## config.mk

```make
export PLATFORM = sky130hd
export DESIGN_NAME = ps2_note_mapper_flat
export DESIGN_NICKNAME = d
export VERILOG_FILES = /design/src/rtl/ps2_note_mapper_pkg.sv /design/src/rtl/ps2_note_mapper_if.sv /design/src/rtl/ps2_note_mapper_code_decoder.sv /design/src/rtl/ps2_note_mapper.sv /design/src/flat_wrapper.sv
export SDC_FILE = /design/constraint.sdc
export NUM_CORES = 1
export LEC_CHECK = 0
export ABC_AREA = 1
export BUFFER_PORTS_ARGS = -buffer_cell sky130_fd_sc_hd__buf_2
export CAP_MARGIN = 10
export CORE_MARGIN = 10
export CORE_UTILIZATION = 50
export DETAILED_ROUTE_END_ITERATION = 10
export PLACE_DENSITY = 0.67
export SYNTH_ARGS = -nofsm -noshare
export SYNTH_HDL_FRONTEND = slang
export SYNTH_SLANG_ARGS = --single-unit
export TNS_END_PERCENT = 30
```

## constraint.sdc

```tcl
create_clock -name clk -period 3.9 [get_ports clk]
set_input_delay 0.39 -clock clk [delete_from_list [all_inputs] [get_ports clk]]
set_output_delay 0.39 -clock clk [all_outputs]
set_load 0.01 [all_outputs]
```

## src/rtl/ps2_note_mapper_pkg.sv

```systemverilog
// Shared constants, types and the clock-dependent note table for the PS/2 note mapper.
// Scan codes are PS/2 set 2; notes are indexed 0 (C4) .. 12 (C5).
package ps2_note_pkg;

  localparam logic [7:0] SC_BREAK  = 8'hF0;
  localparam logic [7:0] SC_EXT    = 8'hE0;
  localparam logic [7:0] SC_OCT_DN = 8'h1A;
  localparam logic [7:0] SC_OCT_UP = 8'h22;

  localparam logic [7:0] SC_C4  = 8'h1C;
  localparam logic [7:0] SC_CS4 = 8'h1D;
  localparam logic [7:0] SC_D4  = 8'h1B;
  localparam logic [7:0] SC_DS4 = 8'h24;
  localparam logic [7:0] SC_E4  = 8'h23;
  localparam logic [7:0] SC_F4  = 8'h2B;
  localparam logic [7:0] SC_FS4 = 8'h2C;
  localparam logic [7:0] SC_G4  = 8'h34;
  localparam logic [7:0] SC_GS4 = 8'h35;
  localparam logic [7:0] SC_A4  = 8'h33;
  localparam logic [7:0] SC_AS4 = 8'h3C;
  localparam logic [7:0] SC_B4  = 8'h3B;
  localparam logic [7:0] SC_C5  = 8'h42;

  localparam int         HP_W      = 26;
  localparam int         NUM_NOTES = 13;
  localparam logic [3:0] NOTE_NONE = 4'hF;

  localparam logic signed [2:0] OCT_MIN = -3'sd2;
  localparam logic signed [2:0] OCT_MAX =  3'sd2;

  typedef enum logic [1:0] {
    DEC_IDLE,
    DEC_BREAK,
    DEC_EXT,
    DEC_EXT_BREAK
  } dec_state_t;

  function automatic logic [3:0] note_of(input logic [7:0] code);
    logic [3:0] n;
    case (code)
      SC_C4:   n = 4'd0;
      SC_CS4:  n = 4'd1;
      SC_D4:   n = 4'd2;
      SC_DS4:  n = 4'd3;
      SC_E4:   n = 4'd4;
      SC_F4:   n = 4'd5;
      SC_FS4:  n = 4'd6;
      SC_G4:   n = 4'd7;
      SC_GS4:  n = 4'd8;
      SC_A4:   n = 4'd9;
      SC_AS4:  n = 4'd10;
      SC_B4:   n = 4'd11;
      SC_C5:   n = 4'd12;
      default: n = NOTE_NONE;
    endcase
    return n;
  endfunction

  // Frequencies in millihertz keep the table integer-only; result is round(clk/(2f)).
  function automatic longint note_base(input longint clk_hz, input int idx);
    longint f_mhz;
    case (idx)
      0:       f_mhz = 64'd261626;
      1:       f_mhz = 64'd277183;
      2:       f_mhz = 64'd293665;
      3:       f_mhz = 64'd311127;
      4:       f_mhz = 64'd329628;
      5:       f_mhz = 64'd349228;
      6:       f_mhz = 64'd369994;
      7:       f_mhz = 64'd391995;
      8:       f_mhz = 64'd415305;
      9:       f_mhz = 64'd440000;
      10:      f_mhz = 64'd466164;
      11:      f_mhz = 64'd493883;
      12:      f_mhz = 64'd523251;
      default: f_mhz = 64'd440000;
    endcase
    return (clk_hz * 64'd1000 + f_mhz) / (64'd2 * f_mhz);
  endfunction

endpackage

```

## src/rtl/ps2_note_mapper_if.sv

```systemverilog
// Byte-stream input and note-selection output bundle of the PS/2 note mapper.
// The slave side is the mapper; the master side is the surrounding system.
interface ps2_note_mapper_if;
  import ps2_note_pkg::*;

  logic [7:0]        scan_code;
  logic              scan_valid;
  logic [HP_W-1:0]   half_period;
  logic              note_on;
  logic signed [2:0] octave;

  modport master (
    output scan_code, scan_valid,
    input  half_period, note_on, octave
  );

  modport slave (
    input  scan_code, scan_valid,
    output half_period, note_on, octave
  );
endinterface

```

## src/rtl/ps2_note_mapper_code_decoder.sv

```systemverilog
// PS/2 set-2 prefix decoder: turns F0/E0-prefixed byte sequences into make/break strobes.
// Strobes are combinational from the registered state so events land with 1-cycle output latency.
module ps2_code_decoder
  import ps2_note_pkg::*;
(
  input  logic       clk,
  input  logic       rst,
  input  logic [7:0] scan_code,
  input  logic       scan_valid,
  output logic       make_evt,
  output logic       break_evt,
  output logic [7:0] code
);

  dec_state_t state;

  always_ff @(posedge clk or posedge rst) begin
    if (rst) begin
      state <= DEC_IDLE;
    end else if (scan_valid) begin
      case (state)
        DEC_IDLE: begin
          if (scan_code == SC_BREAK)    state <= DEC_BREAK;
          else if (scan_code == SC_EXT) state <= DEC_EXT;
          else                          state <= DEC_IDLE;
        end
        DEC_BREAK:     state <= DEC_IDLE;
        DEC_EXT: begin
          if (scan_code == SC_BREAK) state <= DEC_EXT_BREAK;
          else                       state <= DEC_IDLE;
        end
        DEC_EXT_BREAK: state <= DEC_IDLE;
        default:       state <= DEC_IDLE;
      endcase
    end
  end

  always_comb begin
    make_evt  = 1'b0;
    break_evt = 1'b0;
    if (scan_valid) begin
      case (state)
        DEC_IDLE:  make_evt  = (scan_code != SC_BREAK) && (scan_code != SC_EXT);
        DEC_BREAK: break_evt = 1'b1;
        default: begin
          make_evt  = 1'b0;
          break_evt = 1'b0;
        end
      endcase
    end
  end

  assign code = scan_code;

endmodule

```

## src/rtl/ps2_note_mapper.sv

```systemverilog
// PS/2 note mapper: last-pressed piano key plus octave shift -> tone-generator half-period.
// All three outputs are registered and change at most once per accepted byte.
module ps2_note_mapper
  import ps2_note_pkg::*;
#(
  parameter int CLK_HZ = 50_000_000
) (
  input logic               clk,
  input logic               rst,
  ps2_note_mapper_if.slave  bus
);

  logic            make_evt;
  logic            break_evt;
  logic [7:0]      code;

  ps2_code_decoder u_decoder (
    .clk        (clk),
    .rst        (rst),
    .scan_code  (bus.scan_code),
    .scan_valid (bus.scan_valid),
    .make_evt   (make_evt),
    .break_evt  (break_evt),
    .code       (code)
  );

  logic [HP_W-1:0] base_tab [16];

  for (genvar i = 0; i < 16; i++) begin : g_base
    assign base_tab[i] = HP_W'(note_base(longint'(CLK_HZ), i));
  end

  function automatic logic signed [2:0] oct_step(input logic signed [2:0] oct, input logic up);
    logic signed [2:0] r;
    if (up) r = (oct >= OCT_MAX) ? OCT_MAX : oct + 3'sd1;
    else    r = (oct <= OCT_MIN) ? OCT_MIN : oct - 3'sd1;
    return r;
  endfunction

  function automatic logic [HP_W-1:0] hp_calc(input logic [HP_W-1:0] base,
                                              input logic signed [2:0] oct);
    logic [HP_W-1:0] t;
    case (oct)
      3'sd1:   t = base >> 1;
      3'sd2:   t = base >> 2;
      -3'sd1:  t = base << 1;
      -3'sd2:  t = base << 2;
      default: t = base;
    endcase
    return t - HP_W'(1);
  endfunction

  logic [3:0]        key_q, key_n, idx;
  logic              note_q, note_n;
  logic signed [2:0] oct_q, oct_n;
  logic [HP_W-1:0]   hp_q, hp_n;
  logic              recompute;

  assign idx = note_of(code);

  // Last-pressed priority: a new make steals the note, only its own break releases it.
  always_comb begin
    key_n     = key_q;
    note_n    = note_q;
    oct_n     = oct_q;
    recompute = 1'b0;
    if (make_evt) begin
      if (code == SC_OCT_DN) begin
        oct_n = oct_step(oct_q, 1'b0);
      end else if (code == SC_OCT_UP) begin
        oct_n = oct_step(oct_q, 1'b1);
      end else if (idx != NOTE_NONE && idx != key_q) begin
        key_n     = idx;
        note_n    = 1'b1;
        recompute = 1'b1;
      end
    end else if (break_evt) begin
      if (idx != NOTE_NONE && idx == key_q) begin
        key_n  = NOTE_NONE;
        note_n = 1'b0;
      end
    end
    if (oct_n != oct_q && note_q) recompute = 1'b1;
    hp_n = recompute ? hp_calc(base_tab[key_n], oct_n) : hp_q;
  end

  always_ff @(posedge clk or posedge rst) begin
    if (rst) begin
      key_q  <= NOTE_NONE;
      note_q <= 1'b0;
      oct_q  <= 3'sd0;
      hp_q   <= '0;
    end else begin
      key_q  <= key_n;
      note_q <= note_n;
      oct_q  <= oct_n;
      hp_q   <= hp_n;
    end
  end

  assign bus.half_period = hp_q;
  assign bus.note_on     = note_q;
  assign bus.octave      = oct_q;

endmodule

```

## src/flat_wrapper.sv

```systemverilog
// flat-port wrapper written by rule: the top's interface ports become plain ports
module ps2_note_mapper_flat import ps2_note_pkg::*;
#(
  parameter int CLK_HZ = 50_000_000
)
  (clk, rst, bus_scan_code, bus_scan_valid, bus_half_period, bus_note_on, bus_octave);
  ps2_note_mapper_if bus_i ();
  input logic clk;
  input logic rst;
  input wire logic [$bits(bus_i.scan_code)-1:0] bus_scan_code;
  input wire logic [$bits(bus_i.scan_valid)-1:0] bus_scan_valid;
  output wire logic [$bits(bus_i.half_period)-1:0] bus_half_period;
  output wire logic [$bits(bus_i.note_on)-1:0] bus_note_on;
  output wire logic [$bits(bus_i.octave)-1:0] bus_octave;
  assign bus_i.scan_code = bus_scan_code;
  assign bus_i.scan_valid = bus_scan_valid;
  assign bus_half_period = bus_i.half_period;
  assign bus_note_on = bus_i.note_on;
  assign bus_octave = bus_i.octave;
  ps2_note_mapper #(.CLK_HZ(CLK_HZ)) u_core (.clk(clk), .rst(rst), .bus(bus_i));
endmodule
```

; Yosys cells after proc, flatten, opt, wreduce, memory -nomap -nowiden
; Memory sizes are Yosys's and may differ from the RTL's.
; Cells that the tools add are included.
; Widths: inputs -> output; s select.
[totals]
ff_bits = 36
romBits = 416
in_bits = 11
output_inout_bits = 30
wordCells = 89
mem_count = 1
[classes]
add_sub_neg = 3
magnitude_cmp = 3
n_eq_ne = 33
mux = 34
bitwise_logic = 1
n_reduce_logical = 9
[mem_list]
columns = memory, depth, width, read_ports, rd_clocked_by_memory_dff, write_ports, line
row1 = (no name shown), 16, 26, 1, 0, 0, ps2_note_mapper.sv:84  ; hp_n = recompute ? hp_calc(base_tab[key_n], oct_n) : hp_q;
[op_table]
columns = operator, count
row1 = $pmux 26 s4, 1
row2 = $eq 8x6->1 const B, 10
row3 = $mux 26, 2
row4 = $pmux 4 s13, 1
row5 = $eq 8x5->1 const B, 4
row6 = $sub 26x1->26 const B, 1
row7 = $mux 4, 6
row8 = $eq 8x8->1 const B, 2
row9 = $ne 8x8->1 const B, 2
row10 = $mux 1, 15
row11 = $mux 3, 5
row12 = $eq 8x7->1 const B, 1
row13 = $eq 3x3->1 const B, 2
row14 = $mux 2, 3
row15 = $ne 2x2->1 const B, 3
row16 = $pmux 2 s3, 1
row17 = $ge 5x5->1 const B, 1
row18 = $not 4->5, 1
row19 = $reduce_and 5->1, 1
row20 = $eq 2x2->1 const B, 2
row21 = $eq 4x4->1, 1
row22 = $logic_and 1x1->1, 4
row23 = $ne 4x4->1, 1
row24 = $ne 4x4->1 const B, 1
row25 = other kinds (11), 12

; Logic depth before layout (Yosys ltp)
[depth]
word_depth = 14
mapped_depth = 31
depth_no_buf = 31

; Cells and area by module
; From an unflattened synthesis, not the netlist that was laid out.
[hier_totals]
cells_unflattened = 658
hier_area_um2 = 4010.1
[modules_own_cells]
columns = mod, n_inst, cells_each, area_each_um2, seq_area_each_um2
row1 = ps2_note_mapper, 1, 620, 3761.1, 855.8
row2 = ps2_code_decoder, 1, 38, 249.0, 50.0

; Least setup slack after synthesis
; OpenSTA, ideal clock, no wires.
[synth_path]
path_type = input-to-reg
startpoint = input bus_scan_code[7]
endpoint = register u_core.hp_q[11] (netlist: u_core.bus.half_period[11])
setup_time_ns = 0.117
arrival_ns = 3.181
t_required_ns = 3.783
setup_slack_ns = 0.602
path_stages = 26
path_buffers = 0
path_cell_list = inv_2 > nand2_2 > nor2_2 > nand2_1 > nand2_2 > nor2_4 > nand3_4 > nand2_1 > nand2_1 > nand2_1 > nor2_2 > nand3_4 > nand3_4 > inv_2 > ha_1 > inv_1 > nand2_2 > nand3_1 > nand3_1 > nand2_1 > nor3_4 > nand2_1 > nor2_2 > nand4_1 > nand3_1 > nand2_1
[synth_via]
elab_chain_len = 14
[synth_rtl]
columns = element, line
row1 = "start, declared", flat_wrapper.sv:10  ; input wire logic [$bits(bus_i.scan_code)-1:0] bus_scan_code;
row2 = "$eq 8x7->1, or another cell as far along", ps2_note_mapper_pkg.sv:40  ; case (code)
row3 = $pmux 4 s13, ps2_note_mapper_pkg.sv:40
row4 = $ne 4x4->1 (on tied branches), "ps2_note_mapper.sv:72, ps2_note_mapper.sv:78"
row5 = $logic_and 1x1->1, ps2_note_mapper.sv:72  ; end else if (idx != NOTE_NONE && idx != key_q) begin
row6 = $mux 4, ps2_note_mapper.sv:72
row7 = $mux 4, ps2_note_mapper.sv:70  ; end else if (code == SC_OCT_UP) begin
row8 = $mux 4, ps2_note_mapper.sv:68  ; if (code == SC_OCT_DN) begin
row9 = $mux 4 (*), ps2_note_mapper.sv:67  ; if (make_evt) begin
row10 = via u_core.key_n[0], ps2_note_mapper.sv:53  ; logic [3:0] key_q, key_n, idx;
row11 = $not 4->5 (implied by the code) (*), ps2_note_mapper.sv:84
row12 = $mem_v2 16x26 (*), -
row13 = $mux 26 (implied by the code) (*) (2 in a row), ps2_note_mapper.sv:84
row14 = $pmux 26 s4 (*), ps2_note_mapper.sv:43  ; case (oct)
row15 = $sub 26x1->26 (*), ps2_note_mapper.sv:50  ; return t - HP_W'(1);
row16 = "end signal, assigned", ps2_note_mapper.sv:97  ; hp_q <= hp_n;
row17 = "end, declared", ps2_note_mapper.sv:56  ; logic [HP_W-1:0] hp_q, hp_n;
; Mark *: on every way through the listed nets, which the timed path passes. The rest lies on a longest branch. The select of a mux whose other input is x is not followed.
; A chain may end at the register's enable or synchronous reset.

; Final worst setup path
[layout_path]
startpoint = register u_core.u_decoder.state[1]
endpoint = register u_core.hp_q[12] (netlist: u_core.bus.half_period[12])
[layout_via]
elab_chain_len = 11
[layout_rtl]
columns = element, line
row1 = "start, declared", ps2_note_mapper_code_decoder.sv:15  ; dec_state_t state;
row2 = "start signal, assigned", ps2_note_mapper_code_decoder.sv:19  ; state <= DEC_IDLE;
row3 = "start signal, assigned", ps2_note_mapper_code_decoder.sv:23  ; if (scan_code == SC_BREAK) state <= DEC_BREAK;
row4 = "start signal, assigned", ps2_note_mapper_code_decoder.sv:24  ; else if (scan_code == SC_EXT) state <= DEC_EXT;
row5 = $eq 2x1->1, ps2_note_mapper_code_decoder.sv:42  ; case (state)
row6 = $mux 1, ps2_note_mapper_code_decoder.sv:42
row7 = $mux 1, ps2_note_mapper_code_decoder.sv:41  ; if (scan_valid) begin
row8 = $mux 4, ps2_note_mapper.sv:77  ; end else if (break_evt) begin
row9 = $mux 4, ps2_note_mapper.sv:67
row10 = $not 4->5 (implied by the code), ps2_note_mapper.sv:84
row11 = $mem_v2 16x26, -
row12 = $mux 26 (implied by the code) (2 in a row), ps2_note_mapper.sv:84
row13 = $pmux 26 s4, ps2_note_mapper.sv:43
row14 = $sub 26x1->26, ps2_note_mapper.sv:50
; Several ways; a longest one is shown, not always the timed one. The select of a mux whose other input is x is not followed.

==> flow_summary.toml <==
[finish]
layout.cells.most_common_list = "183 x sky130_fd_sc_hd__nand2_1, 81 x sky130_fd_sc_hd__nand3_1, 68 x sky130_fd_sc_hd__inv_1, 57 x sky130_fd_sc_hd__nor2_1, 40 x sky130_fd_sc_hd__buf_2"
layout.filler_cells = 750
nNetsFinal = 649
most_frequent_standard_cell_in_the_layout_excluding_fill_and_tap_cells = "sky130_fd_sc_hd__nand2_1"
areaGrowthSynthToFinish_pct = 12.3
layout.cells.non_filler = 729
fraction_of_final_layout_cells_with_drive_strength_greater_than_1 = 0.237
combined_area_of_the_multi_input_logic_cells_sq_mm = 0.00242
regArea_sq_um = 906
antenna_diode_count = 0

[pwr]
total_leakage_power_nw = 2.30
internal_power_mw = 1.21
clock_power_share = 0.105
vdd_drop_max_v = 0.000313
power.density_mw_per_mm2 = 630
part_of_the_power_in_combinational_logic = 0.666
total_switching_power_mw = 1.39
switching_share = 0.536
power.share.sequential = 0.229

[worst_setup_path]
worst-path-max-fanout = 9
arrival_ps = 3780
worstSetupEndpointType = "flop"
worstSetupStartpointType = "flop"
critical_setup_path_class = "reg -> reg"
cp.required_ps = 4090

[routing]
drt_wl_total_um = 9740
vias_per_cell = 5.18
route.detailed.drc = 0
detailedRoute.firstPassIterationCount = 6
detailroute.via_count = 3777
initialDrtViolationCount = 230
wl_per_cell_um = 13.4
route.antenna.remaining_nets = 0

[clock_network]
cts_num_sinks = 36
path_clk_slew_ps = 80
insertion_delay_ps = 290
cts_hold_buf = 0
cts_root_buffer = "sky130_fd_sc_hd__clkbuf_8"
max-clock-path-buffers = 2
cts.htree.levels = 2
cts-buffers-inserted = 5
clock_tree_from_tritoncts = "built"

[floorplan]
die_span_y_um = 106
dieArea_sq_mm = 0.0112
initial_utilization = 0.509
num_io_pins = 41
floorplan.rows = 31
die_width_um = 106
coreArea_sq_mm = 0.00721

[sta]
setup_repair_after_global_routing_missed_its_margin = "no"
final.setup_skew_ps = 3.83
timing.setup.tns_ps = 0
fin_crit_sh = 0.922
timing_max_transition_violations_final = 0
maxClockFrequency_mhz = 278
count_of_final_setup_violators = 0
hold_viol_final = 0
max_slew_margin = 0.628
worstMarginPinSlew_ps = 558
final.min_clock_period_ps = 3590

[synthesis]
synth.cell_area_sq_mm = 0.00367
yosys_register_bits = 36
synthesis.instances = 583
synth-warning-count = 0
synth_cell_types = 39
synth_nets = 603
synth.yosys.seq_area_share = 0.247
async_flop_share = 1.00
synth_flop_cell = "sky130_fd_sc_hd__dfrtp_1"
synth_area_per_cell_sq_um = 6.30
synth_edf_count = 0

[job]
drv_cap = 0

[placed_design]
dp_hpwl_um = 7600
portbufs = 40
gp_congestion = 0.927
dp_cell_count = 718

[grt]
grt_util_all_layers = 0.175
grt_first_pass_wirelength_um = 16800
grt.overflow.total = 0
antenna_found_initial = 0
grt_start_max_net_pins = 37
number_of_global_route_vias_before_repair = 3631

[status]
status = "finished clean"

[worst_hold_path]
hp-class = "in -> async"
==> timing repair <==
action	in CTS	in global routing
endpoints found under the setup margin	0	5
resized for setup	0	5
setup buffers	0	3
==> power groups by stage <==
| stage | Clock, mW | Sequential, mW | Combinational (mW) |
|---|---|---|---|
| after floorplan | 0 | 0.658 | 1.22 |
| after global placement | 0 | 0.598 | 1.68 |
| after detailed placement | 0 | 0.602 | 1.70 |
| after CTS | 0.282 | 0.595 | 1.71 |
| after global routing | 0.294 | 0.613 | 1.94 |
| final | 0.274 | 0.594 | 1.73 |
==> registers in the layout, indices dropped and copies added (netlist names) <==
signal,cells
u_core.u_decoder.state,2
u_core.bus.half_period,26
u_core.key_q,4
u_core.bus.octave,3
u_core.bus.note_on,1
==> cell type report <==
class / instances / area share
Inverter: 84 / 0.0776
Clock buffer: 5 / 0.0167
Timing Repair Buffer: 49 / 0.0649
Multi-Input combinational cell: 453 / 0.587
Tap cell: 99 / 0.0300
Sequential cell: 36 / 0.220
Clock inverter: 3 / 0.00455
==> per-layer routing <==
metal	part of all wire	track usage
met1	0.48	0.238
met2	0.46	0.279
met3	0.047	0.0298
met4	0.012	0.0455
met5	0	0
==> worst paths after layout <==
path,startpoint,endpoint,slack [ps],depth (start not counted)
max,u_core.u_decoder.state[1]$_DFFE_PP0P_,u_core.bus.half_period[12]$_DFFE_PP0P_,310,21
min,rst,u_core.bus.half_period[15]$_DFFE_PP0P_,190,3
max reg2reg,u_core.u_decoder.state[1]$_DFFE_PP0P_,u_core.bus.half_period[12]$_DFFE_PP0P_,310,21
min reg2reg,u_core.bus.half_period[13]$_DFFE_PP0P_,u_core.bus.half_period[13]$_DFFE_PP0P_,480,2
max in group asynchronous,rst,u_core.key_q[1]$_DFF_PP1_,3360,3
min in group clk,bus_scan_valid,u_core.u_decoder.state[0]$_DFFE_PP0P_,370,3
==> worst max-delay path, cell delays in order (launching register included) <==
cell	delay (ps)
sky130_fd_sc_hd__dfrtp_1	370
sky130_fd_sc_hd__inv_1	70
sky130_fd_sc_hd__nand2_1	80
sky130_fd_sc_hd__nor2_1	90
sky130_fd_sc_hd__nand3_1	210
sky130_fd_sc_hd__nor2_1	260
sky130_fd_sc_hd__inv_1	90
sky130_fd_sc_hd__o22ai_1	330
sky130_fd_sc_hd__nand2_1	180
sky130_fd_sc_hd__ha_1	340
sky130_fd_sc_hd__inv_1	70
sky130_fd_sc_hd__nand2_2	140
sky130_fd_sc_hd__nand3_1	210
sky130_fd_sc_hd__nand3_1	130
sky130_fd_sc_hd__nand2_1	90
sky130_fd_sc_hd__nor3_4	200
sky130_fd_sc_hd__buf_4	170
sky130_fd_sc_hd__nand2_4	70
sky130_fd_sc_hd__nor2_8	140
sky130_fd_sc_hd__nand4_1	100
sky130_fd_sc_hd__nand3_1	90
sky130_fd_sc_hd__nand2_1	50
==> cell usage after synthesis (4+ instances only) <==
cell type,number,share of area
sky130_fd_sc_hd__nand4_1,6,0.010
sky130_fd_sc_hd__nand2_1,183,0.19
sky130_fd_sc_hd__ha_1,9,0.031
sky130_fd_sc_hd__inv_1,68,0.069
sky130_fd_sc_hd__nand3_2,9,0.025
sky130_fd_sc_hd__nor2_1,58,0.059
sky130_fd_sc_hd__nand3_4,4,0.019
sky130_fd_sc_hd__dfstp_2,4,0.029
sky130_fd_sc_hd__nand2_2,27,0.046
sky130_fd_sc_hd__dfrtp_1,32,0.22
sky130_fd_sc_hd__nor2_2,9,0.015
sky130_fd_sc_hd__o21ai_0,15,0.020
sky130_fd_sc_hd__nor3_4,4,0.018
sky130_fd_sc_hd__inv_2,14,0.014
sky130_fd_sc_hd__nand3_1,81,0.11
sky130_fd_sc_hd__nand2_4,7,0.021
sky130_fd_sc_hd__a31oi_1,4,0.0068
sky130_fd_sc_hd__nor2_4,6,0.018
sky130_fd_sc_hd__buf_2,4,0.0054
sky130_fd_sc_hd__clkbuf_1,5,0.0051
sky130_fd_sc_hd__a21oi_1,6,0.0082
==> metrics by stage <==
stage	instance area (sq um)	hold WS [ps]	setup slack, ps	power [mW]	utilization
2_1_floorplan	3670	487	602	1.88	-
3_5_place_dp	3990	462	2.47	2.30	0.554
5_1_grt	4130	229	13.9	2.85	0.572
4_1_cts	4080	207	314	2.58	0.566
3_3_place_gp	3990	461	90.7	2.27	0.554
6_report	4130	193	306	2.60	0.572
==> kinds of logic (layout without fill, tap and decap cells) <==
group | Yosys count | in the layout | synth area share
XOR/XNOR | 1 | 1 | 0.00238
multiplexers | 1 | 1 | 0.00272
AND/OR/NAND/NOR | 404 | 404 | 0.556
adder cells (fa/ha/maj) | 9 | 9 | 0.0306
AO/OA/AOI/OAI | 38 | 38 | 0.0606
buffers and inverters | 94 | 141 | 0.101
flip-flops | 36 | 36 | 0.247
Note: power is estimated with default switching activity, not from simulation.
